--- config.mk ---
export PLATFORM = sky130hd
export DESIGN_NAME = fetch_stage_flat
export DESIGN_NICKNAME = d
export VERILOG_FILES = /design/src/rtl/fetch_stage_if.sv /design/src/rtl/fetch_stage.sv /design/src/flat_wrapper.sv
export SDC_FILE = /design/constraint.sdc
export NUM_CORES = 1
export LEC_CHECK = 0
export BUFFER_PORTS_ARGS = -buffer_cell sky130_fd_sc_hd__clkbuf_2
export CAP_MARGIN = 10
export CORE_ASPECT_RATIO = 0.7
export CORE_MARGIN = 2
export CORE_UTILIZATION = 35
export DETAILED_ROUTE_END_ITERATION = 12
export PLACE_DENSITY_LB_ADDON = 0.25
export SYNTH_ARGS = -nofsm -noshare
export SYNTH_HDL_FRONTEND = slang
export SYNTH_SLANG_ARGS = --single-unit
--- constraint.sdc ---
create_clock -name clk -period 2 [get_ports clk]
set_input_delay 0.2 -clock clk [delete_from_list [all_inputs] [get_ports clk]]
set_output_delay 0.2 -clock clk [all_outputs]
set_load 0.02 [all_outputs]
--- src/rtl/fetch_stage_if.sv ---
// Signal bundle between the IF stage, the instruction memory, the hazard/CP0 control
// and the IF/ID pipeline register consumers.
interface fetch_stage_if;
    logic        stall;
    logic        br_taken;
    logic [31:0] br_target;
    logic        id_is_branch;
    logic        exc_req;
    logic        eret;
    logic [31:0] epc;
    logic [31:0] im_addr;
    logic [31:0] im_instr;
    logic [31:0] id_instr;
    logic [31:0] id_pc;
    logic [31:0] id_pc8;
    logic [4:0]  id_exccode;
    logic        id_bd;

    modport master (
        input  stall, br_taken, br_target, id_is_branch, exc_req, eret, epc, im_instr,
        output im_addr, id_instr, id_pc, id_pc8, id_exccode, id_bd
    );

    modport slave (
        output stall, br_taken, br_target, id_is_branch, exc_req, eret, epc, im_instr,
        input  im_addr, id_instr, id_pc, id_pc8, id_exccode, id_bd
    );
endinterface

--- src/rtl/fetch_stage.sv ---
// MIPS IF stage: owns the PC, presents it to instruction memory and loads the IF/ID
// register, handling stall, branch redirect, exception entry, eret and AdEL on fetch.
module fetch_stage #(
    parameter logic [31:0] RESET_PC   = 32'h0000_3000,
    parameter logic [31:0] HANDLER_PC = 32'h0000_4180,
    parameter logic [31:0] IM_BASE    = 32'h0000_3000,
    parameter int          IM_WORDS   = 4096
) (
    input  logic          clk,
    input  logic          reset,
    fetch_stage_if.master bus
);

    localparam logic [31:0] IM_LAST    = IM_BASE + 32'(4 * IM_WORDS) - 32'd4;
    localparam logic [4:0]  EXC_NONE   = 5'd0;
    localparam logic [4:0]  EXC_ADEL   = 5'd4;

    // stage p0: program counter presented to instruction memory
    logic [31:0] pc_p0, pc_nxt;

    // stage p1: IF/ID pipeline register
    logic [31:0] instr_p1, pc_p1, pc8_p1;
    logic [4:0]  exccode_p1;
    logic        bd_p1;
    logic [31:0] instr_nxt, pc1_nxt, pc8_nxt;
    logic [4:0]  exccode_nxt;
    logic        bd_nxt;

    logic fetch_err;

    // Unsigned compares on the full address; pc is never force-aligned.
    assign fetch_err = (pc_p0[1:0] != 2'b00) | (pc_p0 < IM_BASE) | (pc_p0 > IM_LAST);

    always_comb begin
        pc_nxt      = pc_p0;
        instr_nxt   = instr_p1;
        pc1_nxt     = pc_p1;
        pc8_nxt     = pc8_p1;
        exccode_nxt = exccode_p1;
        bd_nxt      = bd_p1;
        if (bus.exc_req || bus.eret) begin
            // Flush leaves a bubble that decodes as sll $0,$0,0.
            pc_nxt      = bus.exc_req ? HANDLER_PC : bus.epc;
            instr_nxt   = 32'd0;
            pc1_nxt     = 32'd0;
            pc8_nxt     = 32'd8;
            exccode_nxt = EXC_NONE;
            bd_nxt      = 1'b0;
        end else if (!bus.stall) begin
            pc_nxt      = bus.br_taken ? bus.br_target : pc_p0 + 32'd4;
            instr_nxt   = fetch_err ? 32'd0 : bus.im_instr;
            pc1_nxt     = pc_p0;
            pc8_nxt     = pc_p0 + 32'd8;
            exccode_nxt = fetch_err ? EXC_ADEL : EXC_NONE;
            bd_nxt      = bus.id_is_branch;
        end
    end

    always_ff @(posedge clk or negedge reset) begin
        if (!reset) begin
            pc_p0      <= RESET_PC;
            instr_p1   <= 32'd0;
            pc_p1      <= 32'd0;
            pc8_p1     <= 32'd8;
            exccode_p1 <= EXC_NONE;
            bd_p1      <= 1'b0;
        end else begin
            pc_p0      <= pc_nxt;
            instr_p1   <= instr_nxt;
            pc_p1      <= pc1_nxt;
            pc8_p1     <= pc8_nxt;
            exccode_p1 <= exccode_nxt;
            bd_p1      <= bd_nxt;
        end
    end

    assign bus.im_addr    = pc_p0;
    assign bus.id_instr   = instr_p1;
    assign bus.id_pc      = pc_p1;
    assign bus.id_pc8     = pc8_p1;
    assign bus.id_exccode = exccode_p1;
    assign bus.id_bd      = bd_p1;

endmodule

--- src/flat_wrapper.sv ---
// flat-port wrapper written by rule: the top's interface ports become plain ports
module fetch_stage_flat 
#(
    parameter logic [31:0] RESET_PC   = 32'h0000_3000,
    parameter logic [31:0] HANDLER_PC = 32'h0000_4180,
    parameter logic [31:0] IM_BASE    = 32'h0000_3000,
    parameter int          IM_WORDS   = 4096
)
  (clk, reset, bus_stall, bus_br_taken, bus_br_target, bus_id_is_branch, bus_exc_req, bus_eret, bus_epc, bus_im_instr, bus_im_addr, bus_id_instr, bus_id_pc, bus_id_pc8, bus_id_exccode, bus_id_bd);
  fetch_stage_if bus_i ();
  input  logic clk;
  input  logic reset;
  input wire logic [$bits(bus_i.stall)-1:0] bus_stall;
  input wire logic [$bits(bus_i.br_taken)-1:0] bus_br_taken;
  input wire logic [$bits(bus_i.br_target)-1:0] bus_br_target;
  input wire logic [$bits(bus_i.id_is_branch)-1:0] bus_id_is_branch;
  input wire logic [$bits(bus_i.exc_req)-1:0] bus_exc_req;
  input wire logic [$bits(bus_i.eret)-1:0] bus_eret;
  input wire logic [$bits(bus_i.epc)-1:0] bus_epc;
  input wire logic [$bits(bus_i.im_instr)-1:0] bus_im_instr;
  output wire logic [$bits(bus_i.im_addr)-1:0] bus_im_addr;
  output wire logic [$bits(bus_i.id_instr)-1:0] bus_id_instr;
  output wire logic [$bits(bus_i.id_pc)-1:0] bus_id_pc;
  output wire logic [$bits(bus_i.id_pc8)-1:0] bus_id_pc8;
  output wire logic [$bits(bus_i.id_exccode)-1:0] bus_id_exccode;
  output wire logic [$bits(bus_i.id_bd)-1:0] bus_id_bd;
  assign bus_i.stall = bus_stall;
  assign bus_i.br_taken = bus_br_taken;
  assign bus_i.br_target = bus_br_target;
  assign bus_i.id_is_branch = bus_id_is_branch;
  assign bus_i.exc_req = bus_exc_req;
  assign bus_i.eret = bus_eret;
  assign bus_i.epc = bus_epc;
  assign bus_i.im_instr = bus_im_instr;
  assign bus_im_addr = bus_i.im_addr;
  assign bus_id_instr = bus_i.id_instr;
  assign bus_id_pc = bus_i.id_pc;
  assign bus_id_pc8 = bus_i.id_pc8;
  assign bus_id_exccode = bus_i.id_exccode;
  assign bus_id_bd = bus_i.id_bd;
  fetch_stage #(.RESET_PC(RESET_PC), .HANDLER_PC(HANDLER_PC), .IM_BASE(IM_BASE), .IM_WORDS(IM_WORDS)) u_core (.clk(clk), .reset(reset), .bus(bus_i));
endmodule
After elaboration in Yosys (flattened, before gate mapping)
Index checks and enable logic that the tools add are counted.

storage, ports and cells
  register bits after elaboration = 134
  bits of input ports = 103
  output and inout port bits = 134
  logic and storage cells = 31

operators by class
  $add $sub $neg = 2
  magnitude comparators = 2
  equal/unequal tests = 1
  multiplexer cells = 16
  bitwise logic cells = 2
  reductions and logical operators = 2

operators by type and width
  kind                   number
  $mux 32                11
  $add 32x3->32 const B  1
  $add 32x4->32 const B  1
  $gt 32x15->1 const B   1
  $lt 32x14->1 const B   1
  $mux 5                 2
  $mux 3                 1
  $mux 1                 2
  $ne 2x1->1 const B     1
  $or 1x1->1             2
  $reduce_bool 2->1      1
  $logic_or 1x1->1       1

Depth between registers and ports, before layout
Gate-level depths: netlist (run 1).

  depth in word-level cells = 6
  depth in mapped cells = 8
  mapped depth without buffers = 6

Worst setup path before layout (run 1)
Ideal clock, no wire load.

  kind = register to register
  from = reg u_core.pc_p0[13] (netlist: u_core.bus.im_addr[13])
  to = reg u_core.pc_p0[29] (netlist: u_core.bus.im_addr[29])
  setup time = 0.124 ns
  arrival = 2.022 ns
  data required time = 1.876 ns
  slack = -0.146 ns
  cell stages (with the launch flop) = 8
  path buffers = 2
  period minus slack after synthesis = 2.146 ns
  path through = dfstp_2 buf_2 nand4_4 or4_4 buf_6 nor3_1 o21ai_0 a211o_1

on the way
  cells in the longest elaborated chain, start to end = 4

ends and longest elaborated chain
  item                    line               text
  start, declared         fetch_stage.sv:19  logic [31:0] pc_p0, pc_nxt;
  start signal, assigned  fetch_stage.sv:68  pc_p0 <= pc_nxt;
  $add 32x3->32           fetch_stage.sv:50  pc_nxt = bus.br_taken ? bus.br_target : pc_p0 + 32'd4;
  $mux 32                 fetch_stage.sv:50
  $mux 32                 fetch_stage.sv:49  end else if (!bus.stall) begin
  $mux 32                 fetch_stage.sv:41  if (bus.exc_req || bus.eret) begin

No other way between the ends. The select of a mux whose other input is x is not followed.
A chain may end at the register's enable or synchronous reset.

Final worst setup path (run 1)
  from = reg u_core.pc_p0[12] (netlist: u_core.bus.im_addr[12])
  to = reg u_core.pc_p0[27] (netlist: u_core.bus.im_addr[27])

Same word-level chain as after synthesis.

==> metrics.md, run 1 <==
| Metric | Value |
|---|---|
| Outcome | complete, but fails checks |
| Violated checks | setup timing |
| Post-synth EDFFs | 0 |
| Post-synthesis instance total | slightly below 700 |
| Startpoint type of the worst setup path | flop |
| Fin area | between 0.009 and 0.01 mm^2 |
| Die Width | 170 um |
| Post-synthesis average cell area | roughly 9.7 um^2 |
| Fraction of power consumed by the clock network | 43.1% |
| Max-Cap Viols | 0 |
| Combinational Power Share | between 10% and 20% |
| Area added between synthesis and finish | 42.9% |
| Die ar. | slightly above 0.02 mm^2 |
| CTS sink cnt | about 130 |
| Commonest non-fill, non-tap cells in the layout | clkbuf_2 (230), dfrtp_1 (119), buf_4 (84) |
| Post-synthesis instance area | roughly 0.0067 mm^2 |
| Post-detailed-route via-to-cell ratio | around 5.4 |
| WP data arrival | about 2.4 ns |
| Setup slack of the critical path after layout | -0.0377 ns |
| Final slew viol count | 0 |
| Proportion of register bits with asynchronous set or reset after synthesis | 100% |
| RSZ-0062 raised after global routing | yes |
| Maximum vdd drop | 0.550 mV |
| Source of the worst hold timing path | bus_im_instr[29] |
| Routability congestion estimate | 0.907 |
| Largest net degree at the start of global routing | 50 |
| Placement-stage worst setup slack | -0.130 ns |
| Count of routing violations after the opening detailed-route iteration | slightly above 600 |
| Ports placed on the boundary | about 240 |
| Power per cell area | between 700 and 800 mW/mm^2 |
| Buffer depth of the longest clock path | 2 |
| Final hold violation count | 0 |
| Final #Nets | about 1100 |
| Leakage | 4.65 nW |
| Commonest non-fill, non-tap cell in the layout | clkbuf_2 |
| R2R setup slack | -0.04 ns |
| DRC violation count after routing | 0 |
| Std-Cell Rows | 42 |
| Vertical die dimension | 120 um |
| Top flip-flop cell by instance count after synthesis | dfrtp_1 |
| Cell-internal power | approximately 4.9 mW |
| Layout fillers | approximately 1800 |
| Share of layout cells above drive strength 1 | about 40% |
| Worst R2R Start | u_core.bus.im_addr[12]$_DFFE_PN1P_ |
| Flop and latch count out of synthesis | ~130 |
| Count of input and output buffers | around 230 |
| Switching power share of the total | ~29% |
| Placed cell count | roughly 1200 |
| Number of distinct standard cells referenced by the synthesized netlist | a little under 70 |
| R2R cell count | 7 |
| Category of the most critical setup path | flop to flop |
| Transition time of the tightest slew-check pin | 0.579 ns |
| Final antenna-violating net count | 0 |
| Data required, critical path | 2.34 ns |
| Proportion of synthesized chip area in sequential cells | between 40% and 50% |
| Total Routing Usage GR | 24.6% |
| Maximum operating frequency | slightly below 500 MHz |
| Area post-placement | roughly 0.0086 mm^2 |
| TritonCTS clock tree | built |
| Root cell of the clock tree | clkbuf_16 |
| Final period util | 102% |
| Slew HR | between 60% and 70% |
| Hold path depth | 2 |
| Setup skew after layout | around 0.011 ns |
| Final core area utilization | 51.0% |
| Overall via count from detail_route | around 6700 |
| Vias in the first global route | between 6000 and 7000 |
| CTS H-Tree Depth | 4 |
| Clock period minus final worst setup slack | 2.04 ns |
| Num CTS Buffers | 17 |
| Wire length of the first global-routing pass | around 38000 um |
| Global route overflow | 0 |
| Sequential fraction of design power | about 40% |
| Setup-failing EPs final | 2 |
| Final cell count without fillers | 1249 |
| Clk slew on worst S/H paths | 0.06 ns |
| HPWL after detailed placement | roughly 18000 um |
| Total length of routed wires | around 25000 um |
| End of the worst register-to-register path | u_core.bus.im_addr[27]$_DFFE_PN0P_ |
| Routed len/inst | 19.8 um |
| 1st-pass router iterations | 5 |
| Warnings from Yosys | 0 |
| End of the worst hold path | u_core.bus.id_instr[29]$_DFFE_PN0P_ |
| Element type at the critical path end | flop |
| Placeable core area | approximately 0.019 mm^2 |
| Initial cell density of the core | 35.7% |
| NetSw | a little under 2 mW |
| Critical path fanouts, max | 4 |
| Number of antenna violations at the first check in global routing | 0 |
| Ant. Diodes | 0 |
| Clock network latency to the later pin of the worst-skew pair | approximately 0.42 ns |
| Worst hold path class | input pin to flop |
| Hold WS | about 0.010 ns |
-- cell usage after synthesis (3+ instances only) --
| master | count | share of area (%) |
|---|---|---|
| dfrtp_1 | 124 | 46 |
| nor2_1 | 77 | 4.3 |
| a21oi_1 | 60 | 4.5 |
| o21ai_0 | 42 | 3.1 |
| mux2i_1 | 37 | 5.5 |
| nand2_1 | 37 | 2.1 |
| a22o_1 | 35 | 4.6 |
| clkbuf_1 | 32 | 1.8 |
| xnor2_1 | 25 | 3.3 |
| nor3_1 | 21 | 1.6 |
| buf_2 | 16 | 1.2 |
| nand3_1 | 16 | 1.2 |
| buf_4 | 13 | 1.5 |
| xor2_1 | 12 | 1.6 |
| nand4_1 | 11 | 1.0 |
| inv_1 | 10 | 0.56 |
| nor4_1 | 10 | 0.93 |
| a211oi_1 | 6 | 0.67 |
| and3_1 | 6 | 0.56 |
| buf_1 | 6 | 0.33 |
| o221ai_1 | 6 | 0.78 |
| a22oi_1 | 5 | 0.56 |
| and2_1 | 4 | 0.37 |
| buf_6 | 4 | 0.67 |
| nand2b_1 | 4 | 0.37 |
| or2_2 | 4 | 0.37 |
| or3_1 | 4 | 0.37 |
| or4_4 | 4 | 0.67 |
| a211o_1 | 3 | 0.39 |
| a2bb2oi_1 | 3 | 0.39 |
| a31oi_1 | 3 | 0.28 |
| dfstp_2 | 3 | 1.2 |
| nor2b_1 | 3 | 0.28 |
| o211ai_1 | 3 | 0.33 |
| o21a_1 | 3 | 0.33 |
| o22ai_1 | 3 | 0.28 |
-- logic make-up (layout without fill, tap and decap cells) --
family,count (synthesis),in the layout,share of synthesized area [%]
flops,127,127,47.3
xor+xnor,37,37,4.82
simple gates,217,217,16.8
compound gates,191,191,18.8
fa+ha+maj,2,2,0.372
mux,38,38,5.67
other cells,1,4,0.0557
buf+inv,83,391,6.27
-- layer usage --
layer | routed length (um) | track usage [%] | vias to the layer above
met5 | 0 | 0 | -
met3 | 2050 | 6.83 | 25
met4 | 331 | 5.61 | 0
met2 | 10200 | 33.9 | 332
met1 | 12100 | 37.8 | 3261
li1 | - | - | 3091
-- layout make-up --
class	count	area [um^2]	share of cell area (%)
sequential	127	3190	33.2
inverter	11	41.3	0.429
tap	242	303	3.15
clock buffer	23	478	4.97
timing repair buffer	348	2200	22.8
multi-input combinational	489	3320	34.6
clock inverter	9	83.8	0.872
-- flip-flops by register name (all words and copies together), names as in the netlist --
name                   cells
u_core.bus.id_pc8         32
u_core.bus.im_addr        32
u_core.bus.id_pc          29
u_core.bus.id_exccode      1
u_core.bus.id_instr       32
u_core.bus.id_bd           1
-- critical path, cell delays in order, from the launching register on --
cell       delay, ns
dfstp_2         0.56
buf_6           0.12
nand4_1         0.19
nor4b_2         0.33
buf_4           0.17
nand4_1         0.22
a21oi_2         0.23
a2bb2oi_2       0.13
-- stage by stage --
step           total power, mW  TNS (ns)
6_report                  6.92   -0.0419
5_1_grt                   7.18    -0.564
4_1_cts                   6.92  -0.00172
3_5_place_dp              3.89    -0.330
3_3_place_gp              3.88   -0.0960
2_1_floorplan             3.36    -0.251
-- power groups by stage --
stage          registers [mW]  clock network (mW)  logic, mW
3_5_place_dp             2.80                   0       1.09
3_3_place_gp             2.80                   0       1.08
6_report                 2.76                2.99       1.17
4_1_cts                  2.75                3.03       1.14
2_1_floorplan            2.87                   0      0.485
5_1_grt                  2.77                3.15       1.27
-- repair_timing --
| action | in CTS | in global routing |
|---|---|---|
| setup endpoints to repair | 8 | 53 |
| endpoints found under the hold margin | 65 | 0 |
| pin swaps | 3 | 11 |
| hold buffers | 24 | 0 |
| resized for setup | 4 | 43 |
| buffers inserted | 2 | 6 |
-- worst max path at each step --
stage / startpoint / endpoint / depth (start not counted)
final: u_core.bus.im_addr[12]$_DFFE_PN1P_ / u_core.bus.im_addr[27]$_DFFE_PN0P_ / 7
after global routing: u_core.bus.im_addr[12]$_DFFE_PN1P_ / u_core.bus.im_addr[27]$_DFFE_PN0P_ / 7
after CTS: u_core.bus.im_addr[3]$_DFFE_PN0P_ / u_core.bus.im_addr[10]$_DFFE_PN0P_ / 8
after detailed placement: u_core.bus.im_addr[2]$_DFFE_PN0P_ / u_core.bus.im_addr[30]$_DFFE_PN0P_ / 6
after global placement: u_core.bus.im_addr[2]$_DFFE_PN0P_ / u_core.bus.im_addr[20]$_DFFE_PN0P_ / 6
after floorplan: u_core.bus.im_addr[13]$_DFFE_PN1P_ / u_core.bus.im_addr[29]$_DFFE_PN0P_ / 7
No activity file was read; power rests on OpenSTA's default activity.
==> run 2, diff against run 1 <==
ABC_AREA = 1   (was unset)
==> metrics.md, run 2 <==
| Metric | Value |
|---|---|
| Outcome | finished clean |
| Leakage | 4.71 nW (+1.2%) |
| Final #Nets | 1310 (+19%) |
| Setup skew after layout | 0.00964 ns (-0.000909 ns) |
| Commonest non-fill, non-tap cells in the layout | nand2_1 (286), clkbuf_2 (231), dfrtp_1 (118) |
| Area added between synthesis and finish | 35.9% |
| Category of the most critical setup path | flop to flop |
| Post-synth EDFFs | 0 (unchanged) |
| Clock network latency to the later pin of the worst-skew pair | 0.43 ns (about the same) |
| Cell Chain, Critical Path | inv_2, a21oi_2, nand3_2, nor3_4, nand2_8, o21ai_0 |
| CTS sink cnt | 127 (unchanged) |
| Maximum vdd drop | 0.557 mV (+1.3%) |
| Cell types occupying the most area after synthesis | dfrtp_1 (45%), nand2_1 (16%), nor2_1 (6.8%) |
| Hold path depth | 2 (unchanged) |
| Num CTS Buffers | 17 (unchanged) |
| Post-synthesis average cell area | 7.35 um^2 (-24%) |
| Root cell of the clock tree | clkbuf_16 |
| Die Width | 172 um (+1.2%) |
| Top flip-flop cell by instance count after synthesis | dfrtp_1 |
| Area leader, netlist | dfrtp_1 |
| Commonest non-fill, non-tap cell in the layout | nand2_1 |
| Number of distinct standard cells referenced by the synthesized netlist | 40 (-42%) |
| Vertical die dimension | 121 um (+1.1%) |
| Slowest stage cell, crit path | dfrtp_1 |
| Maximum operating frequency | 522 MHz (+6.3%) |
| RSZ-0062 raised after global routing | yes |
| Count of input and output buffers | 232 (unchanged) |
| Total Routing Usage GR | 25.7% (+1.1 points) |
| Slew HR | 45.1% (-16 points) |
| Post-detailed-route via-to-cell ratio | 4.97 (-7.5%) |
| Placeable core area | 0.0191 mm^2 (+1.1%) |
| Buffer depth of the longest clock path | 2 (unchanged) |
| DRC violation count after routing | 0 (unchanged) |
| Vias in the first global route | 6753 (+2.3%) |
| Total length of routed wires | 26400 um (+6.7%) |
| 1st-pass router iterations | 7 (+2) |
| Most frequent cell after synthesis | nand2_1 |
| Final cell count without fillers | 1482 (+19%) |
| Clock period minus final worst setup slack | 1.92 ns (-0.121 ns) |
| Largest stage delay on the critical path | 0.54 ns (-0.02 ns) |
| CTS H-Tree Depth | 4 (unchanged) |
| Data required, critical path | 2.34 ns (about the same) |
| Warnings from Yosys | 0 (unchanged) |
| Max-Cap Viols | 0 (unchanged) |
| Number of antenna violations at the first check in global routing | 1 (+1) |
| Ports placed on the boundary | 237 (unchanged) |
| HPWL after detailed placement | 20200 um (+10%) |
| Source of the worst hold timing path | bus_id_is_branch |
| Std-Cell Rows | 42 (unchanged) |
| Setup-failing EPs final | 0 (-2) |
| Post-synthesis instance area | 0.00689 mm^2 (+2.4%) |
| Ant. Diodes | 0 (unchanged) |
| Power per cell area | 749 mW/mm^2 (+4.1%) |
| Synth top area share | 45.0% (-1.1 points) |
| Final antenna-violating net count | 0 (unchanged) |
| Wire length of the first global-routing pass | 39800 um (+4.0%) |
| Final period util | 95.9% (-6.0 points) |
| List of most frequent post-synthesis cells | nand2_1 (286), nor2_1 (125), dfrtp_1 (124) |
| Worst R2R Start | u_core.bus.im_addr[14]$_DFFE_PN0P_ |
| Startpoint type of the worst setup path | flop |
| Overall via count from detail_route | 7364 (+9.8%) |
| Placed cell count | 1430 (+21%) |
| Share of layout cells above drive strength 1 | 30.6% (-10 points) |
| Initial cell density of the core | 36.1% (+0.45 points) |
| Number of buffers and inverters on the critical path | 1 (-1) |
| Transition time of the tightest slew-check pin | 0.823 ns (+0.244 ns) |
| Die ar. | 0.0208 mm^2 (+2.3%) |
| End of the worst register-to-register path | u_core.bus.id_instr[8]$_DFFE_PN0P_ |
| Element type at the critical path end | flop |
| R2R cell count | 6 (-1) |
| Global route overflow | 0 (unchanged) |
| Count of routing violations after the opening detailed-route iteration | 752 (+21%) |
| Final slew viol count | 0 (unchanged) |
| WP data arrival | 2.25 ns (-0.13 ns) |
| Final hold violation count | 0 (unchanged) |
| Routability congestion estimate | 0.971 (+7.0%) |
| Clk slew on worst S/H paths | 0.06 ns (about the same) |
| End of the worst hold path | u_core.bus.id_bd$_DFFE_PN0P_ |
| Sequential fraction of design power | 40.7% (+0.8 points) |
| Combinational Power Share | 16.6% (-0.3 points) |
| Largest net degree at the start of global routing | 102 (+100%) |
| Critical path fanouts, max | 26 (+22) |
| Setup slack of the critical path after layout | 0.0830 ns (+0.121 ns) |
| Flop and latch count out of synthesis | 127 (unchanged) |
| Worst hold path class | input pin to flop |
| Kind of cell adding the most delay to the critical path | simple AND/OR/NAND/NOR gates |
| Placement-stage worst setup slack | -0.0596 ns (+0.0705 ns) |
| Proportion of register bits with asynchronous set or reset after synthesis | 100% (unchanged) |
| Fraction of power consumed by the clock network | 42.7% (-0.4 points) |
| Cell-internal power | 4.73 mW (-4.2%) |
| Proportion of synthesized chip area in sequential cells | 46.2% (-1.1 points) |
| TritonCTS clock tree | built |
| R2R setup slack | 0.08 ns (+0.12 ns) |
| NetSw | 2.28 mW (+15%) |
| Post-synthesis instance total | 937 (+35%) |
| Routed len/inst | 17.8 um (-10%) |
| Switching power share of the total | 32.5% (+3.9 points) |
[run 2: area by class of cell]
cell class                      count  area, um^2
Clock inverter                     15         140
Inverter                           76         285
Clock buffer                       17         425
Tap cell                          264         330
Sequential cell                   127        3190
Timing Repair Buffer              292        1750
Multi-Input combinational cell    691        3240
Fill cell                        1924        9720
[run 2: worst max-delay path by stage]
stage,end,startpoint,cells after the start
3_5_place_dp,u_core.bus.im_addr[27]$_DFFE_PN0P_,u_core.bus.im_addr[3]$_DFFE_PN0P_,10
2_1_floorplan,u_core.bus.im_addr[24]$_DFFE_PN0P_,u_core.bus.im_addr[2]$_DFFE_PN0P_,10
3_3_place_gp,u_core.bus.im_addr[27]$_DFFE_PN0P_,u_core.bus.im_addr[3]$_DFFE_PN0P_,10
6_report,u_core.bus.id_instr[8]$_DFFE_PN0P_,u_core.bus.im_addr[14]$_DFFE_PN0P_,6
5_1_grt,u_core.bus.im_addr[21]$_DFFE_PN0P_,u_core.bus.im_addr[3]$_DFFE_PN0P_,9
4_1_cts,u_core.bus.im_addr[18]$_DFFE_PN0P_,u_core.bus.im_addr[2]$_DFFE_PN0P_,8
[run 2: per-layer routing]
| metal | up-vias | wire length [um] | global-route usage, % |
|---|---|---|---|
| met5 | - | 7 | 0 |
| met1 | 3409 | 12900 | 40.2 |
| met4 | 2 | 298 | 6.36 |
| met2 | 372 | 9960 | 32.3 |
| met3 | 28 | 3220 | 9.30 |
| li1 | 3553 | - | - |
[run 2: kinds of logic (layout without fill, tap and decap cells)]
logic type | after synthesis | in the layout | share of synthesized area [%]
flip-flops | 127 | 127 | 46.2
AO/OA/AOI/OAI | 168 | 168 | 14.5
other | 1 | 4 | 0.0544
adder cells (fa/ha/maj) | 2 | 2 | 0.363
AND/OR/NAND/NOR | 512 | 512 | 30.7
XOR/XNOR | 5 | 5 | 0.636
buffers and inverters | 122 | 400 | 7.56
[run 2: timing repair]
item                                    4_1_cts  5_1_grt
endpoints found under the setup margin        3       23
gates resized for setup                       2       15
pin swaps                                     0        0
hold endpoints to repair                     49        0
buffers inserted                              0        2
cloned                                        0        0
hold buffers                                 18        0
[run 2: per-stage QoR]
step                utilization [%]  hold WS (ns)  power (mW)  cell area [um^2]  setup TNS, ns
detailed placement             44.8         0.209        4.00              8550        -0.0611
CTS                            48.8      0.000518        7.03              9300              0
finish                         49.1        0.0144        7.01              9360              0
global placement               44.8         0.206        4.00              8550        -0.0175
floorplan                         -       -0.0956        3.39              6900              0
global route                   49.1       0.00572        7.30              9360        -0.0765
[run 2: power by group through the flow]
| stage | Combinational (mW) | Clock, mW | Sequential (mW) |
|---|---|---|---|
| 3_3_place_gp | 1.11 | 0 | 2.89 |
| 4_1_cts | 1.14 | 3.05 | 2.84 |
| 5_1_grt | 1.27 | 3.17 | 2.86 |
| 3_5_place_dp | 1.11 | 0 | 2.89 |
| 2_1_floorplan | 0.422 | 0 | 2.97 |
| 6_report | 1.16 | 2.99 | 2.85 |
==> run 3, diff against run 2 <==
HOLD_SLACK_MARGIN = 0.05   (was unset)
==> metrics.md, run 3 (same netlist as run 2, synthesis figures left out) <==
| Metric | Value |
|---|---|
| Global route overflow | 0 (unchanged) |
| Clock network latency to the later pin of the worst-skew pair | 0.43 ns (about the same) |
| Buffer depth of the longest clock path | 2 (unchanged) |
| Max-Cap Viols | 0 (unchanged) |
| Final period util | 95.4% (-0.46 points) |
| Wire length of the first global-routing pass | 40400 um (+1.5%) |
| R2R setup slack | 0.09 ns (about the same) |
| Area used by multi-input combinational logic | 0.00324 mm^2 (about the same) |
| Share of layout cells above drive strength 1 | 29.9% (-0.70 points) |
| R2R cell count | 6 (unchanged) |
| WP data arrival | 2.24 ns (about the same) |
| Hold path depth | 3 (+1) |
| Count of input and output buffers | 232 (unchanged) |
| Initial cell density of the core | 36.1% (unchanged) |
| Critical path fanouts, max | 26 (unchanged) |
| Commonest non-fill, non-tap cells in the layout | nand2_1 (286), clkbuf_2 (231), nor2_1 (118), dfrtp_1 (118), o21ai_0 (76) |
| Num CTS Buffers | 17 (unchanged) |
| CTS sink cnt | 127 (unchanged) |
| Area post-placement | 0.00855 mm^2 (unchanged) |
| Fin area | 0.00961 mm^2 (+2.6%) |
| Routed len/inst | 17.7 um (-0.27%) |
| Power per cell area | 734 mW/mm^2 (-2.0%) |
| Element type at the critical path end | flop |
| Vertical die dimension | 121 um (unchanged) |
| Count of routing violations after the opening detailed-route iteration | 703 (-6.5%) |
| Layout fillers | 1895 (-1.5%) |
| Overall power | 7.05 mW (+0.64%) |
| Cell Chain, Critical Path | inv_2, a21oi_2, nand3_2, nor3_4, nand2_8, o21ai_0 |
| CTS H-Tree Depth | 4 (unchanged) |
| Final cell count without fillers | 1507 (+1.7%) |
| Leakage | 4.82 nW (+2.3%) |
| Transition time of the tightest slew-check pin | 0.823 ns (+0.000295 ns) |
| Std-Cell Rows | 42 (unchanged) |
| Outcome | finished clean |
| Largest net degree at the start of global routing | 102 (unchanged) |
| Largest stage delay on the critical path | 0.54 ns (about the same) |
| Vias in the first global route | 6926 (+2.6%) |
| Ant. Diodes | 0 (unchanged) |
| 1st-pass router iterations | 7 (unchanged) |
| Overall via count from detail_route | 7501 (+1.9%) |
| Sequential cell area in the final layout | 0.00319 mm^2 (unchanged) |
| Setup slack of the critical path after layout | 0.0921 ns (+0.00912 ns) |
| Placement-stage worst setup slack | -0.0596 ns (unchanged) |
| Highest metal used | met5 |
| Final slew viol count | 0 (unchanged) |
| Number of antenna violations at the first check in global routing | 1 (unchanged) |
| Commonest non-fill, non-tap cell in the layout | nand2_1 |
| Placed cell count | 1430 (unchanged) |
| Maximum vdd drop | 0.554 mV (-0.55%) |
| Wire length on met2 | 10200 um (+2.6%) |
| End of the worst register-to-register path | u_core.bus.id_instr[8]$_DFFE_PN0P_ |
| Worst R2R Start | u_core.bus.im_addr[14]$_DFFE_PN0P_ |
| Hold WS | 0.0682 ns (+0.0538 ns) |
| Data required, critical path | 2.34 ns (about the same) |
| Category of the most critical setup path | flop to flop |
| Placeable core area | 0.0191 mm^2 (unchanged) |
| Clk slew on worst S/H paths | 0.07 ns (about the same) |
| Total Routing Usage GR | 26.1% (+0.39 points) |
| Setup-failing EPs final | 0 (unchanged) |
| Maximum operating frequency | 524 MHz (+0.48%) |
| Accumulated negative setup slack | 0 ns (unchanged) |
| Root cell of the clock tree | clkbuf_16 |
| Post-detailed-route via-to-cell ratio | 4.98 (+0.17%) |
| Source of the worst hold timing path | bus_im_instr[8] |
| Final core area utilization | 50.4% (+1.3 points) |
| Sum of routed wire segments on met1 | 13200 um (+2.2%) |
| Final #Nets | 1335 (+1.9%) |
| Final hold violation count | 0 (unchanged) |
| Slowest stage cell, crit path | dfrtp_1 |
| Slew HR | 45.1% (about the same) |
| Area added between synthesis and finish | 39.4% |
| Final antenna-violating net count | 0 (unchanged) |
| Routability congestion estimate | 0.971 (unchanged) |
| TritonCTS clock tree | built |
| Setup skew after layout | 0.00994 ns (+0.000293 ns) |
| Die Width | 172 um (unchanged) |
| HPWL after detailed placement | 20200 um (unchanged) |
| Die ar. | 0.0208 mm^2 (unchanged) |
| Met3 Wirelength | 3030 um (-6.0%) |
| Clock period minus final worst setup slack | 1.91 ns (-0.00912 ns) |
| RSZ-0062 raised after global routing | yes |
| DRC violation count after routing | 0 (unchanged) |
| Total length of routed wires | 26700 um (+1.4%) |
| Startpoint type of the worst setup path | flop |
| Ports placed on the boundary | 237 (unchanged) |
| End of the worst hold path | u_core.bus.id_instr[8]$_DFFE_PN0P_ |
| Worst hold path class | input pin to flop |
[run 3: critical path, delay by kind of cell (launching register included)]
family	cells	cell delay, ns
buf+inv	1	0.16
simple gates	3	0.65
compound gates	2	0.46
flops	1	0.54
[run 3: worst max path at each step]
stage,start,to,slack (ns),cells past startpoint
floorplan,u_core.bus.im_addr[2]$_DFFE_PN0P_,u_core.bus.im_addr[24]$_DFFE_PN0P_,0.29,10
global placement,u_core.bus.im_addr[3]$_DFFE_PN0P_,u_core.bus.im_addr[27]$_DFFE_PN0P_,-0.02,10
detailed placement,u_core.bus.im_addr[3]$_DFFE_PN0P_,u_core.bus.im_addr[27]$_DFFE_PN0P_,-0.06,10
CTS,u_core.bus.im_addr[2]$_DFFE_PN0P_,u_core.bus.im_addr[18]$_DFFE_PN0P_,0.05,8
global route,u_core.bus.im_addr[3]$_DFFE_PN0P_,u_core.bus.im_addr[21]$_DFFE_PN0P_,-0.04,9
finish,u_core.bus.im_addr[14]$_DFFE_PN0P_,u_core.bus.id_instr[8]$_DFFE_PN0P_,0.09,6
[run 3: area by class of cell]
class                   count  share of cell area (%)
clock buffers              17                    4.43
clock inverters            15                    1.46
inverters                  76                    2.97
multi-input cells         691                    33.7
flip-flops and latches    127                    33.2
well taps                 264                    3.44
repair buffers            317                    20.8
[run 3: repair_timing]
item,CTS,global route
gates resized for setup,2,14
hold buffers,43,0
setup endpoints to repair,3,23
endpoints found under the hold margin,71,0
setup buffers,0,2
[run 3: layer usage]
metal / global-route usage [%] / vias up
met5: 0 / -
met1: 40.1 / 3498
met2: 33.4 / 358
met3: 9.62 / 29
met4: 6.67 / 2
li1: - / 3614
[run 3: power by group]
part           total [mW]  internal [mW]  switching [mW]
Sequential           2.85           2.68           0.176
Clock                2.99           1.65            1.34
Combinational        1.21          0.439           0.770
Total                7.05           4.77            2.29
